--- src/rtl/ifetch_pcgen.sv ---
// ifetch_pcgen: PC generation and instruction fetch.
//
// Holds the fetch PC, issues word requests to instruction memory under a
// credit rule that keeps the instruction FIFO from overflowing, buffers
// returned words (with their PCs) in an in-order FIFO toward decode, and
// handles execute-stage redirects: the FIFO is flushed and every response
// still in flight is discarded.
//
// Ports:
//   clk            clock, rising edge
//   reset_n        synchronous reset, active low
//   branch_v_i     redirect request from execute
//   pc_nxt_i       redirect target (valid with branch_v_i)
//   imem_req_o     fetch request valid
//   imem_addr_o    fetch word address, bits [1:0] = 0
//   imem_gnt_i     request accepted this cycle
//   imem_rvalid_i  response valid (in request order)
//   imem_rdata_i   returned instruction word
//   instr_v_o      FIFO head valid toward decode
//   instr_o        FIFO head instruction
//   pc_o           PC of FIFO head instruction
//   dec_ready_i    decode accepts head this cycle
//   misalign_o     last redirect target was not word aligned
module ifetch_pcgen #(
  parameter int unsigned     XLEN         = 32,
  parameter int unsigned     FIFO_DEPTH   = 4,
  parameter logic [XLEN-1:0] RESET_VECTOR = '0
) (
  input  logic            clk,
  input  logic            reset_n,
  input  logic            branch_v_i,
  input  logic [XLEN-1:0] pc_nxt_i,
  output logic            imem_req_o,
  output logic [XLEN-1:0] imem_addr_o,
  input  logic            imem_gnt_i,
  input  logic            imem_rvalid_i,
  input  logic [31:0]     imem_rdata_i,
  output logic            instr_v_o,
  output logic [31:0]     instr_o,
  output logic [XLEN-1:0] pc_o,
  input  logic            dec_ready_i,
  output logic            misalign_o
);

  localparam int unsigned AW = $clog2(FIFO_DEPTH);
  localparam int unsigned CW = AW + 1;

  logic [XLEN-1:0] r_fetch_pc;
  logic [CW-1:0]   r_outstanding;
  logic [CW-1:0]   r_drop_cnt;
  logic            r_misalign;

  logic [31:0]     r_fifo_instr [FIFO_DEPTH];
  logic [XLEN-1:0] r_fifo_pc    [FIFO_DEPTH];
  logic [AW-1:0]   r_wptr;
  logic [AW-1:0]   r_rptr;
  logic [CW-1:0]   r_count;

  logic [XLEN-1:0] r_pcq [FIFO_DEPTH];
  logic [AW-1:0]   r_pq_wptr;
  logic [AW-1:0]   r_pq_rptr;

  logic [CW+1:0]   w_credit_used;
  logic            w_credit_ok;
  logic            w_issue;
  logic            w_drop_rsp;
  logic            w_keep_rsp;
  logic            w_push;
  logic            w_pop;
  logic [CW-1:0]   w_flush_drop;

  // r_outstanding counts live (to-be-kept) requests only; requests that
  // must be discarded move into r_drop_cnt on redirect/reset. Their sum is
  // the true number in flight, which also bounds the PC queue.
  always_comb begin
    w_credit_used = {2'b00, r_outstanding} + {2'b00, r_drop_cnt} + {2'b00, r_count};
    w_credit_ok   = w_credit_used < (CW+2)'(FIFO_DEPTH);
    imem_req_o    = reset_n & ~r_misalign & ~branch_v_i & w_credit_ok;
    imem_addr_o   = {r_fetch_pc[XLEN-1:2], 2'b00};
    w_issue       = imem_req_o & imem_gnt_i;
    w_drop_rsp    = imem_rvalid_i & (r_drop_cnt != '0);
    w_keep_rsp    = imem_rvalid_i & (r_drop_cnt == '0);
    w_push        = reset_n & w_keep_rsp & ~branch_v_i;
    instr_v_o     = reset_n & (r_count != '0);
    w_pop         = instr_v_o & dec_ready_i & ~branch_v_i;
    // A response arriving this cycle consumes one of the in-flight slots.
    w_flush_drop  = r_drop_cnt + r_outstanding - CW'(imem_rvalid_i);
    instr_o       = r_fifo_instr[r_rptr];
    pc_o          = r_fifo_pc[r_rptr];
    misalign_o    = r_misalign;
  end

  always_ff @(posedge clk) begin
    if (!reset_n) begin
      r_fetch_pc    <= RESET_VECTOR;
      r_outstanding <= '0;
      r_drop_cnt    <= w_flush_drop;
      r_misalign    <= 1'b0;
      r_wptr        <= '0;
      r_rptr        <= '0;
      r_count       <= '0;
      r_pq_wptr     <= '0;
      r_pq_rptr     <= '0;
    end else if (branch_v_i) begin
      r_fetch_pc    <= {pc_nxt_i[XLEN-1:2], 2'b00};
      r_misalign    <= (pc_nxt_i[1:0] != 2'b00);
      r_outstanding <= '0;
      r_drop_cnt    <= w_flush_drop;
      r_wptr        <= '0;
      r_rptr        <= '0;
      r_count       <= '0;
      // The PC queue only tracks live requests, so it is emptied here;
      // dropped responses never need a PC.
      r_pq_wptr     <= '0;
      r_pq_rptr     <= '0;
    end else begin
      if (w_issue) begin
        r_fetch_pc <= r_fetch_pc + XLEN'(4);
        r_pq_wptr  <= r_pq_wptr + AW'(1);
      end
      if (w_drop_rsp) r_drop_cnt <= r_drop_cnt - CW'(1);
      if (w_keep_rsp) r_pq_rptr  <= r_pq_rptr + AW'(1);
      r_outstanding <= r_outstanding + CW'(w_issue) - CW'(w_keep_rsp);
      if (w_push) r_wptr <= r_wptr + AW'(1);
      if (w_pop)  r_rptr <= r_rptr + AW'(1);
      r_count <= r_count + CW'(w_push) - CW'(w_pop);
    end
  end

  // Storage arrays carry no reset; writes are already gated off in reset
  // and redirect cycles.
  always_ff @(posedge clk) begin
    if (w_issue) r_pcq[r_pq_wptr] <= r_fetch_pc;
    if (w_push) begin
      r_fifo_instr[r_wptr] <= imem_rdata_i;
      r_fifo_pc[r_wptr]    <= r_pcq[r_pq_rptr];
    end
  end

  a_rvalid_legal: assert property (@(posedge clk) disable iff (!reset_n)
    imem_rvalid_i |-> ((r_outstanding != '0) || (r_drop_cnt != '0)));

  a_counter_bound: assert property (@(posedge clk)
    (r_outstanding <= CW'(FIFO_DEPTH)) && (r_drop_cnt <= CW'(FIFO_DEPTH)));

  a_head_stable: assert property (@(posedge clk) disable iff (!reset_n)
    (instr_v_o && !dec_ready_i && !branch_v_i) |=>
      ($stable(instr_o) && $stable(pc_o)));

endmodule

--- config.mk ---
export PLATFORM = sky130hd
export DESIGN_NAME = ifetch_pcgen
export DESIGN_NICKNAME = d
export VERILOG_FILES = /design/src/rtl/ifetch_pcgen.sv
export SDC_FILE = /design/constraint.sdc
export NUM_CORES = 1
export LEC_CHECK = 0
export ABC_AREA = 0
export CAP_MARGIN = 20
export CORE_MARGIN = 2
export CORE_UTILIZATION = 61
export CTS_BUF_LIST = sky130_fd_sc_hd__clkbuf_16
export DETAILED_ROUTE_END_ITERATION = 6
export GPL_TIMING_DRIVEN = 0
export PLACE_DENSITY = 0.85
export SETUP_SLACK_MARGIN = 0.1
export SYNTH_ARGS = -nofsm -noshare
export SYNTH_HDL_FRONTEND = slang
export SYNTH_SLANG_ARGS = --single-unit
--- constraint.sdc ---
create_clock -name clk -period 5.9 [get_ports clk]
set_input_delay 1.18 -clock clk [delete_from_list [all_inputs] [get_ports clk]]
set_output_delay 1.18 -clock clk [all_outputs]
set_load 0.01 [all_outputs]
==> After elaboration in Yosys (flattened, before gate mapping) <==
Memory sizes are Yosys's and may differ from the RTL's. A register that Yosys moved wholly into a read port is not among the register bits.
Index checks and enable logic that the tools add are counted.
{ "totals": {"ff_bits": 50, "mem_bits_rw": 384, "inputBits": 70, "output_inout_bits": 99, "word_cells": 64, "memories": 3} }
{ "memory_table": {"columns": ["name", "words", "width", "rd", "rd_clocked_by_memory_dff", "write_ports", "line_no", "rtl"], "rows": [
  ["r_fifo_instr", 4, 32, 1, 1, 1, "53", "logic [31:0] r_fifo_instr [FIFO_DEPTH];"],
  ["r_fifo_pc", 4, 32, 1, 1, 1, "54", "logic [XLEN-1:0] r_fifo_pc [FIFO_DEPTH];"],
  ["r_pcq", 4, 32, 1, 1, 1, "59", "logic [XLEN-1:0] r_pcq [FIFO_DEPTH];"]
]} }
{ "op_classes": {"add_sub_neg": 14, "magnitude_cmp": 1, "n_eq_ne": 1, "muxes": 15, "bitwise": 14, "n_reduce_logical": 6} }
{ "op_table": {"columns": ["op", "count"], "rows": [
  ["32-bit 2-to-1 mux", 2],
  ["32-bit by 3-bit adder with 32-bit output, second input constant", 1],
  ["2-bit 2-to-1 mux", 6],
  ["1-bit bitwise AND", 11],
  ["3-bit 2-to-1 mux", 3],
  ["3-bit by 1-bit subtractor with 3-bit output", 3],
  ["2-bit by 1-bit adder with 2-bit output, second input constant", 4],
  ["3-bit by 1-bit adder with 3-bit output", 2],
  ["3-bit nonzero test", 2],
  ["4-bit by 3-bit adder with 5-bit output", 1],
  ["5-bit by 3-bit less-than comparator with 1-bit output, second input constant", 1],
  ["3-bit by 3-bit adder with 4-bit output", 1],
  ["1-bit 2-to-1 mux", 4],
  ["2-bit nonzero test", 2],
  ["3-bit adder", 1],
  ["3-bit zero test", 1],
  ["3-bit by 1-bit inequality test with 1-bit output, second input constant", 1],
  ["1-bit NOT", 3],
  ["3-bit by 1-bit subtractor with 3-bit output, second input constant", 1],
  ["2-bit OR reduction", 1]
]} }

==> Longest topological paths before layout <==
Gate-level depths: netlist of the first run.
{ "logic_depth": {"depth_word": 7, "mapped_depth": 17, "mapped_depth_nobuf": 16} }

==> Least setup slack after synthesis of the first run <==
No wires, ideal clock.
{ "synth_timing": {"path_kind": "flip-flop to flip-flop", "start": "register r_drop_cnt[2]", "end": "register r_outstanding[2]", "setup_ps": 128, "t_arrival_ps": 3645, "t_required_ps": 5772, "slack_ps": 2128, "stages_incl_launch_ff": 18, "path_buffers": 1, "synth_period_minus_slack_ps": 3772, "path_cell_list": "edfxtp_1 -> inv_1 -> fa_1 -> inv_1 -> ha_1 -> or3b_2 -> o221ai_2 -> nor2_1 -> inv_1 -> buf_2 -> ha_1 -> inv_1 -> ha_1 -> inv_1 -> fa_1 -> xnor2_1 -> xnor2_1 -> nor2_1"} }
{ "synth_between": {"elab_chain_cells": 7, "elab_cells_between_ends": 9, "cone_classes": "add/sub: 4; order compare: 1; bitwise: 3; reduce/logical: 1"} }
{ "synth_rtl": {"columns": ["element", "line_no", "rtl"], "rows": [
  ["from (decl)", "50", "logic [CW-1:0] r_drop_cnt;"],
  ["from (signal assigned)", "97", "r_drop_cnt <= w_flush_drop;"],
  ["from (signal assigned)", "108", "r_drop_cnt <= w_flush_drop;"],
  ["from (signal assigned)", "121", "if (w_drop_rsp) r_drop_cnt <= r_drop_cnt - CW'(1);"],
  ["3-bit by 3-bit adder with 4-bit output", "76", "w_credit_used = {2'b00, r_outstanding} + {2'b00, r_drop_cnt} + {2'b00, r_count};"],
  ["4-bit by 3-bit adder with 5-bit output", "76", null],
  ["5-bit by 3-bit less-than comparator with 1-bit output", "77", "w_credit_ok = w_credit_used < (CW+2)'(FIFO_DEPTH);"],
  ["1-bit bitwise AND", "78", "imem_req_o = reset_n & ~r_misalign & ~branch_v_i & w_credit_ok;"],
  ["1-bit bitwise AND", "80", "w_issue = imem_req_o & imem_gnt_i;"],
  ["3-bit by 1-bit adder with 3-bit output", "123", "r_outstanding <= r_outstanding + CW'(w_issue) - CW'(w_keep_rsp);"],
  ["3-bit by 1-bit subtractor with 3-bit output (*)", "123", null],
  ["to (signal assigned)", "123", null],
  ["to (decl)", "49", "logic [CW-1:0] r_outstanding;"]
]} }
Every way passes the cells marked *; elsewhere a longest branch is shown, timed or not.
A chain may end at the register's enable or synchronous reset.

==> Worst setup path in the final report of the first run <==
{ "layout_timing": {"start": "register r_drop_cnt[2]", "end": "output imem_req_o"} }
{ "layout_between": {"elab_chain_cells": 4} }
{ "layout_rtl": {"columns": ["element", "line_no", "rtl"], "rows": [
  ["3-bit by 3-bit adder with 4-bit output", "76", null],
  ["4-bit by 3-bit adder with 5-bit output", "76", null],
  ["5-bit by 3-bit less-than comparator with 1-bit output", "77", null],
  ["1-bit bitwise AND", "78", null],
  ["to (decl)", "33", "output logic imem_req_o,"]
]} }
No other way between the ends.

==> impl_metrics.toml, run 1 <==
[timing]
min_period_over_period_pct = 80.5
period_needed_ns = 4.75
hold_viol = 0
fmax_ghz = 0.211
relSlewSlack_pct = 39.8
setup_tns_ns = 0
drv_slew = 0
rsz0062_at_grt = "false"
fin_skew_ns = 0.0270
tightest_slew_ns = 0.903
finalSetupViolCount = 0

[critical_path]
endpoint_kind = "primary output"
cp-start-kind = "flop"
path_max_fanout = 8
critPathTopFamily = "buffers and inverters"
crit_chain = "inv_1 > fa_1 > inv_1 > ha_1 > or3b_2 > o221ai_2 > inv_2 > clkdlybuf4s50_1"
cp_slowest_cell = "fa_1"
cp_data_arrival_time_ns = 3.57
crit_buf_inv = 4
critPathKind = "flop to primary output"
cp_slowest_stage_delay_ns = 0.53
crit_top_cell = "inv_1"
cp.required_ns = 4.72

[die]
core_area_um2 = 26700
top_level_ports = 169
row_count = 60
initial_core_util_pct = 61.4
die_w_um = 168
design.die.area_um2 = 28200
die_y_um = 168

[logic_synthesis]
ys_warn_count = 0
syn_area_per_cell_um2 = 18.9
ys.flop_type = "edfxtp_1"
yosysUniqueCellTypes = 61
synth-edff-count = 371
synth_seq_cells = 420
synth_seq_area_share_pct = 73.8
async_reset_ff_share_pct = 0
synthesis.area_um2 = 16400
syn_inst = 869

[clocking]
post_cts_resized = 0
cts_max_path_buffers = 3
cts_root_buffer = "clkbuf_16"
cts_hold_buffers = 0
path_clk_slew_ns = 0.07
htreeDepth = 2
clk_latency_ns = 0.54
cts_tree = "yes"
cts_num_sinks = 420
cts_setup_buffers = 0
cts_made_buffers = 40

[global_routing]
grt_pass1_wl_um = 52400
grt_start_max_net_pins = 62
grt-ovfl-total = 0
antenna_found_initial = 0
grt_usage_pct = 24.4
first_global_vias = 9163

[drt]
drc = 0
wl_um = 33600
viasPerCell = 6.17
drt_iter0_drc = 929
wl_per_cell_um = 23.2
ant_nets = 0
vias = 8959
drt-pass1-iter-count = 7

[cells_and_area]
nets = 1178
finalInstanceArea_um2 = 19900
drive_gt1_share_pct = 16.0
area_delta_synth_final_pct = 21.1
fillCellCount = 1545
diodes = 0

[placed_design]
place_area_um2 = 18600
routabilityCongestion = 0.911
io_buffers = 163
dp_hpwl_um = 20600

[power_and_ir_drop]
p_leak_nw = 6.35
power.total_mw = 6.28
power.density_nw_per_um2 = 316
ir_drop_uv = 219

[run_status]
status = "complete, no violations"

[flow_run]
maxCapViolCount = 0

[min_path]
hold_path_class = "flop to flop"
## registers in the layout, summed over array words and instances (netlist names), named ones only
| register | cells |
|---|---|
| r_pq_rptr | 2 |
| r_wptr | 2 |
| r_pcq | 120 |
| r_pq_wptr | 2 |
| r_drop_cnt | 3 |
| r_fifo_instr | 128 |
| r_fetch_pc | 30 |
| misalign_o | 1 |
| r_rptr | 2 |
| r_outstanding | 3 |
| r_fifo_pc | 120 |
| r_count | 3 |
## power by group
part	total, mW	leakage, nW	switching (mW)	internal, mW
Clock	2.46	0.665	1.03	1.43
Combinational	0.447	1.93	0.229	0.219
Sequential	3.37	3.75	0.0601	3.31
Total	6.28	6.35	1.32	4.96
## synth_stat cells, types with 12 or more instances
library cell / count / area [um2]
a21oi_1: 24 / 120
a31oi_1: 14 / 87.6
and3_1: 12 / 75.1
clkbuf_1: 22 / 82.6
dfxtp_1: 49 / 981
edfxtp_1: 371 / 11100
ha_1: 21 / 263
inv_1: 28 / 105
mux4_2: 92 / 2070
nand2_1: 56 / 210
nand3_1: 18 / 90.1
nor2_1: 24 / 90.1
## kinds of logic after synthesis
kind of cell,share of synthesized area (%)
compound gates,3.63
xor+xnor,0.640
fa+ha+maj,2.33
buf+inv,2.08
flops,73.8
mux,12.7
other cells,0.0228
simple gates,4.81
## path summary, 6_finish.rpt
check | from | endpoint | slack, ns | depth (start not counted)
max | r_drop_cnt[2] | imem_req_o | 1.15 | 8
min | r_pq_wptr[0] | r_pq_wptr[0] | 0.51 | 2
max reg2reg | r_drop_cnt[2] | r_outstanding[2] | 1.52 | 17
min reg2reg | r_pq_wptr[0] | r_pq_wptr[0] | 0.51 | 2
## per-stage QoR
| step | utilization (%) | setup slack (ns) | instances | hold slack (ns) |
|---|---|---|---|---|
| final | 74.4 | 1.15 | 1451 | 0.515 |
| after floorplan | - | 2.13 | 872 | 0.466 |
| after global placement | 69.2 | 0.593 | 1376 | 0.482 |
| after CTS | 74.4 | 1.18 | 1451 | 0.511 |
| after global routing | 74.4 | 1.08 | 1451 | 0.529 |
| after detailed placement | 69.7 | 1.61 | 1380 | 0.499 |
## per-layer routing
layer	global-route usage, %	vias to the layer above	share of wire (%)
li1	-	3925	-
met2	39.8	462	49
met3	4.23	45	8.0
met5	0	-	0
met4	6.30	0	1.7
met1	35.2	4527	41
## final cells by class
cell class              instances  area (um2)  share of cell area (%)
flip-flops and latches        420       12100                    61.0
multi-input cells             379        4000                    20.1
repair buffers                167        1740                    8.76
clock buffers                  41        1030                    5.16
well taps                     341         427                    2.15
clock inverters                30         234                    1.18
plain buffers                  43         229                    1.15
inverters                      30         113                   0.566
## tightest hold or removal path, delay by kind of cell (launching register included)
| family | cells | cell delay, ns |
|---|---|---|
| AOI/OAI and AO/OA | 1 | 0.05 |
| and+or+nand+nor | 1 | 0.07 |
| DFF | 1 | 0.35 |
## layout by cell type, fill, tap and decap left out, drive strengths merged, types with 10 or more instances in the layout
| master | synthesis | layout |
|---|---|---|
| clkinv | 0 | 10 |
| o21ai | 10 | 10 |
| nand3 | 18 | 18 |
| mux4 | 92 | 92 |
| nor2 | 24 | 24 |
| edfxtp | 371 | 371 |
| clkdlybuf4s50 | 0 | 163 |
| and3 | 13 | 13 |
| buf | 15 | 19 |
| dfxtp | 49 | 49 |
| nand2 | 56 | 56 |
| a21oi | 24 | 24 |
| ha | 21 | 21 |
| a31oi | 14 | 14 |
| inv | 30 | 45 |
| clkbuf | 26 | 67 |
Power figures use the tool's default switching activity.
==> run 2: changes to the inputs <==
--- a/config.mk
+++ b/config.mk
@@ -8,11 +8,11 @@
 export ABC_AREA = 0
 export CAP_MARGIN = 20
 export CORE_MARGIN = 2
-export CORE_UTILIZATION = 61
+export CORE_UTILIZATION = 57
 export CTS_BUF_LIST = sky130_fd_sc_hd__clkbuf_16
 export DETAILED_ROUTE_END_ITERATION = 6
 export GPL_TIMING_DRIVEN = 0
-export PLACE_DENSITY = 0.85
+export PLACE_DENSITY = 0.8
 export SETUP_SLACK_MARGIN = 0.1
 export SYNTH_ARGS = -nofsm -noshare
 export SYNTH_HDL_FRONTEND = slang
==> constraint.sdc (replaced) <==
create_clock -name clk -period 4.9 [get_ports clk]
set_input_delay 0.98 -clock clk [delete_from_list [all_inputs] [get_ports clk]]
set_output_delay 0.98 -clock clk [all_outputs]
set_load 0.01 [all_outputs]
==> run 2 against run 1 <==
Effect of this change:
- non-clock buffer count unchanged
- clock skew down 0.014 ns
- via count fell by 0.93%
- flip-flop and latch count unchanged
- largest power group unchanged
==> impl_metrics.toml, run 2 (synthesis gave the netlist of run 1 again) <==
[critical_path]
cp.required_ns = 3.92
r2r_start = "r_drop_cnt[2]"
cp_slowest_stage_delay_ns = 0.53
crit_chain = "inv_1 > fa_1 > inv_1 > ha_1 > or3b_2 > o221ai_2 > inv_2 > clkdlybuf4s50_1"
critPathTopFamily = "buffers and inverters"
path_max_fanout = 8
cp_data_arrival_time_ns = 3.52
r2r_end = "r_outstanding[2]"
reg2reg_depth = 17
cp-start-kind = "flop"
crit_top_cell = "inv_1"
rrSetupSlack_ns = 0.55
crit_buf_inv = 4
critPathKind = "flop to primary output"
endpoint_kind = "primary output"
cp_slowest_cell = "clkdlybuf4s50_1"

[drt]
wl_per_cell_um = 22.2
ant_nets = 0
drc = 0
vias = 8876
drt_iter0_drc = 942
wl_um = 33200
viasPerCell = 5.93
drt-pass1-iter-count = 5

[clocking]
clk_latency_ns = 0.53
path_clk_slew_ns = 0.06
cts_made_buffers = 42
cts_tree = "yes"
post_cts_resized = 0
cts_num_sinks = 420
cts_max_path_buffers = 3
cts_setup_buffers = 0
htreeDepth = 2
cts_root_buffer = "clkbuf_16"
cts_hold_buffers = 0

[min_path]
holdPathEnd = "r_pq_wptr[0]"
min_from = "r_pq_wptr[0]"
hold_path_class = "flop to flop"
hold_depth = 2

[cells_and_area]
final_cell_mix = "edfxtp_1 (371), clkdlybuf4s50_1 (163), mux4_2 (92)"
nets = 1180
diodes = 0
largest_register_ffs = 128
fillCellCount = 1887
fin_util_pct = 69.8
regArea_um2 = 12100
reg_top3 = "r_fifo_instr (128), r_fifo_pc (120), r_pcq (120)"
regMostFlops = "r_fifo_instr"
multi_input_comb_area_um2 = 4000
final_common_cell = "edfxtp_1"
instances_no_fill = 1498
area_delta_synth_final_pct = 21.3
drive_gt1_share_pct = 16.2

[placed_design]
dp_slack_ns = 0.580
io_buffers = 163
place_inst = 1423
dp_hpwl_um = 20900
routabilityCongestion = 0.918

[timing]
tightest_slew_ns = 0.920
finalSetupViolCount = 0
finalHoldWorstSlack_ns = 0.502
drv_slew = 0
fmax_ghz = 0.222
rsz0062_at_grt = "false"
min_period_over_period_pct = 91.8
setup_ws_ns = 0.400
relSlewSlack_pct = 38.2
period_needed_ns = 4.50
fin_skew_ns = 0.0134
hold_viol = 0

[die]
row_count = 62
top_level_ports = 169
die_y_um = 174
die_w_um = 174
core_area_um2 = 28500
initial_core_util_pct = 57.5
design.die.area_um2 = 30200

[global_routing]
first_global_vias = 9164
grt_usage_pct = 22.5
grt_start_max_net_pins = 58
grt-ovfl-total = 0
antenna_found_initial = 0
grt_pass1_wl_um = 52200

[power_and_ir_drop]
ir_drop_uv = 229
p_leak_nw = 6.34
power.total_mw = 7.46
power.density_nw_per_um2 = 374

[run_status]
status = "complete, no violations"

[flow_run]
maxCapViolCount = 0
## run 2: cell count changes in the layout (fill, tap and decap cells not counted), sizes merged
cell      previous run  this run
clkinvlp             1         2
clkbuf              67        69
bufinv               4         0
clkinv              10        15
## run 2: stage by stage
| stage | TNS (ns) | area, um2 |
|---|---|---|
| after floorplan | 0 | 16400 |
| after global placement | -109.63 | 18500 |
| after detailed placement | 0 | 18700 |
| after CTS | 0 | 19900 |
| after global routing | 0 | 19900 |
| final | 0 | 19900 |
## run 2: where the power goes
| group | internal, mW | switching (mW) |
|---|---|---|
| clock | 1.59 | 1.28 |
| sequential | 3.99 | 0.0683 |
| combinational | 0.263 | 0.272 |
| total | 5.84 | 1.62 |
## run 2: area by class of cell
type	instances	area share, %
buffer	43	1.15
clock buffer	43	5.40
clock inverter	32	0.848
inverter	30	0.565
multi-input combinational	379	20.1
sequential	420	60.8
tap	384	2.41
timing repair buffer	167	8.74
## run 2: layer usage
layer / track usage (%) / share of wire [%] / up-vias
met1: 31.9 / 41 / 4464
met3: 3.73 / 7.3 / 62
met2: 37.1 / 49 / 419
met5: 0 / 0 / -
met4: 6.16 / 2.3 / 0
li1: - / - / 3931
## run 2: worst max-delay path by stage
stage	startpoint	endpoint	slack [ns]	cells past startpoint
CTS	r_drop_cnt[2]	imem_req_o	0.41	8
global route	r_drop_cnt[2]	imem_req_o	0.29	8
detailed placement	r_drop_cnt[2]	r_outstanding[2]	0.58	17
global placement	branch_v_i	r_fifo_pc[2][30]	-0.46	4
floorplan	r_drop_cnt[2]	r_outstanding[2]	1.13	17
finish	r_drop_cnt[2]	imem_req_o	0.40	8
## run 2: tightest hold or removal path: stages (launching register included)
cell     delay [ns]
dfxtp_1        0.34
nand2_1        0.07
a21oi_1        0.05
==> edit, RTL diff (settings of run 2) <==
Set the parameter `FIFO_DEPTH` to 2 (it was 4).
--- a/src/rtl/ifetch_pcgen.sv
+++ b/src/rtl/ifetch_pcgen.sv
@@ -24,5 +24,5 @@
 module ifetch_pcgen #(
   parameter int unsigned     XLEN         = 32,
-  parameter int unsigned     FIFO_DEPTH   = 4,
+  parameter int unsigned     FIFO_DEPTH   = 2,
   parameter logic [XLEN-1:0] RESET_VECTOR = '0
 ) (
Function: changed (Yosys sat finds a counterexample within 4 cycles, from zero or initial values and one cycle with reset_n low).
==> edit against run 2 <==
Combinational power shrank 10%; cell count shrank 31%; design area shrank 40%; critical path depth shrank 3; worst setup slack gained 0.72 ns; area after synthesis shrank 44%; register-to-register slack gained 0.88 ns; sequential power shrank 45%; sequential cell count shrank 193; clock skew shrank 0.0069 ns; power shrank 41%; wire length shrank 39%; critical path type is now input pin to output port; critical endpoint is now instr_v_o; highest routed layer unchanged.
==> edit: results (changes against run 2) <==
placed_design:
  dp.cells: 998  # was 1423
  gp_congestion: 0.8980  # was 0.9175
  dpl.hpwl_um: 13730  # was 20880 um
  placement.io_buffers: 164  # was 163
logic_synthesis:
  synth_adder_area_share_pct: 1.716  # was 2.331%
  ys_async_sr_fraction_pct: 0  # unchanged
  ys_top_cells_by_area: "edfxtp_1 61%, mux2_2 12%, dfxtp_1 8.9%"  # was edfxtp_1 68%, mux4_2 13%, dfxtp_1 6.0%
  ys_top_cells_by_count: "186 x edfxtp_1, 96 x mux2_2, 41 x dfxtp_1"  # was 371 x edfxtp_1, 92 x mux4_2, 56 x nand2_1
  ys_types: 52  # was 61
  synth_compound_area_share_pct: 5.257  # was 3.627%
  ys_seq_area_share_pct: 69.73  # was 73.81%
  synth.area.mux_share_pct: 12.09  # was 12.68%
  synthXorXnorAreaFrac_pct: 1.144  # was 0.6400%
  ys_ff_latch: 227  # was 420
  synth.avg_cell_area_um2: 15.01  # was 18.90 um2
  synth_edf_count: 186  # was 371
pwr:
  p_leak_uw: 0.004102  # was 0.006337 uW
  vdd_drop_max_mv: 0.2762  # was 0.2285 mV
routing:
  wl_per_cell_um: 19.36  # was 22.16 um
  first_pass_iters: 5  # unchanged
  wl_um: 20140  # was 33190 um
  drtIter0Drc: 434  # was 942
  viasPerCell: 5.607  # was 5.925
cts:
  clk_path_buf_depth: 3  # unchanged
  clock-root-buffer: "clkbuf_16"  # unchanged
  htree_levels: 1  # was 2
  clock_latency_ns: 0.50  # was 0.53 ns
  cts_made_buffers: 23  # was 42
  clk_pin_slew_ns: 0.06  # about the same
  cts_resized: 0  # unchanged
global_routing:
  grt_util_all_layers_pct: 23.01  # was 22.54%
  grt_pass1_vias: 5803  # was 9164
  grt_antenna_before_repair: 1  # was 0
  grt_pass1_wl_um: 30390  # was 52200 um
  grt_max_degree: 63  # was 58
timing:
  maxSlewHeadroom_pct: 37.52  # was 38.21%
  skew_ns: 0.006480  # was 0.01337 ns
critical_path:
  critPathMaxStageDelay_ns: 0.57  # was 0.53 ns
  crit_path_max_fanout: 10  # was 8
  crit_slowest_cell: "clkdlybuf4s50_1"  # unchanged
cells_and_area:
  reg_top3: "r_fifo_instr: 64 flops, r_fifo_pc: 60 flops, r_pcq: 60 flops"  # was r_fifo_instr: 128 flops, r_fifo_pc: 120 flops, r_pcq: 120 flops
  layout-drive-gt1-share_pct: 18.35  # was 16.25%
  nNetsFinal: 889  # was 1180
hold_path:
  hold_class: "flop to flop"  # unchanged
status:
  status: "complete, no violations"  # unchanged
edit: tightest hold or removal path, delay by kind of cell, from the launching register on:
kind,cells,cell delay [ns]
flip-flops,1,0.32
AND/OR/NAND/NOR,1,0.08
XOR/XNOR,1,0.08
edit: kinds of logic after synthesis:
group / count (synthesis)
AOI/OAI and AO/OA: 76
xor gates and xnor gates: 12
adders and majority gates: 12
buffers and inverters: 49
DFF: 227
muxes: 99
other: 1
and+or+nand+nor: 136
edit: power breakdown:
part           internal, uW  total (uW)  switching [uW]  leakage (uW)
Combinational           246         480             234       0.00170
Clock                   973        1670             697      0.000377
Sequential             2180        2240            55.8       0.00203
Total                  3400        4390             987       0.00410
edit: worst paths after layout:
| kind | startpoint | end | slack (ns) | cells after the start |
|---|---|---|---|---|
| worst max-delay path | reset_n | instr_v_o | 1.12 | 5 |
| worst min-delay path | r_rptr$_SDFFE_PP0P_ | flop | 0.51 | 2 |
| worst max register to register | r_outstanding[1]$_SDFF_PP0_ | r_pcq[0][14]$_DFFE_PP_ | 1.43 | 10 |
| worst min register to register | r_rptr$_SDFFE_PP0P_ | flop | 0.51 | 2 |
edit: area by class of cell:
class | instances | area, um2
flip-flops and latches | 227 | 6406
fillers | 992 | 3894
multi-input cells | 339 | 2601
repair buffers | 167 | 1709
clock buffers | 25 | 625.6
well taps | 216 | 270.3
plain buffers | 32 | 147.6
clock inverters | 16 | 107.6
inverters | 17 | 63.81
diodes | 1 | 2.502
edit: through the flow:
step	instance area [um2]	hold WS, ns	setup WS (ns)	power, uW
5_1_grt	11930	0.5470	1.025	4543
4_1_cts	11930	0.5164	1.160	4413
2_1_floorplan	9199	0.4725	0.2126	2515
3_5_place_dp	11200	0.4981	1.006	2753
3_3_place_gp	11110	0.4866	-2.197	2719
6_report	11930	0.5147	1.119	4388
edit: metal layers:
| metal | global-route usage [%] | up-vias | share of wire, % |
|---|---|---|---|
| met4 | 6.446 | 0 | 1.7 |
| met1 | 29.63 | 2841 | 41 |
| met5 | 0 | - | 0 |
| met3 | 4.153 | 30 | 7.5 |
| met2 | 40.29 | 245 | 50 |
| li1 | - | 2715 | - |
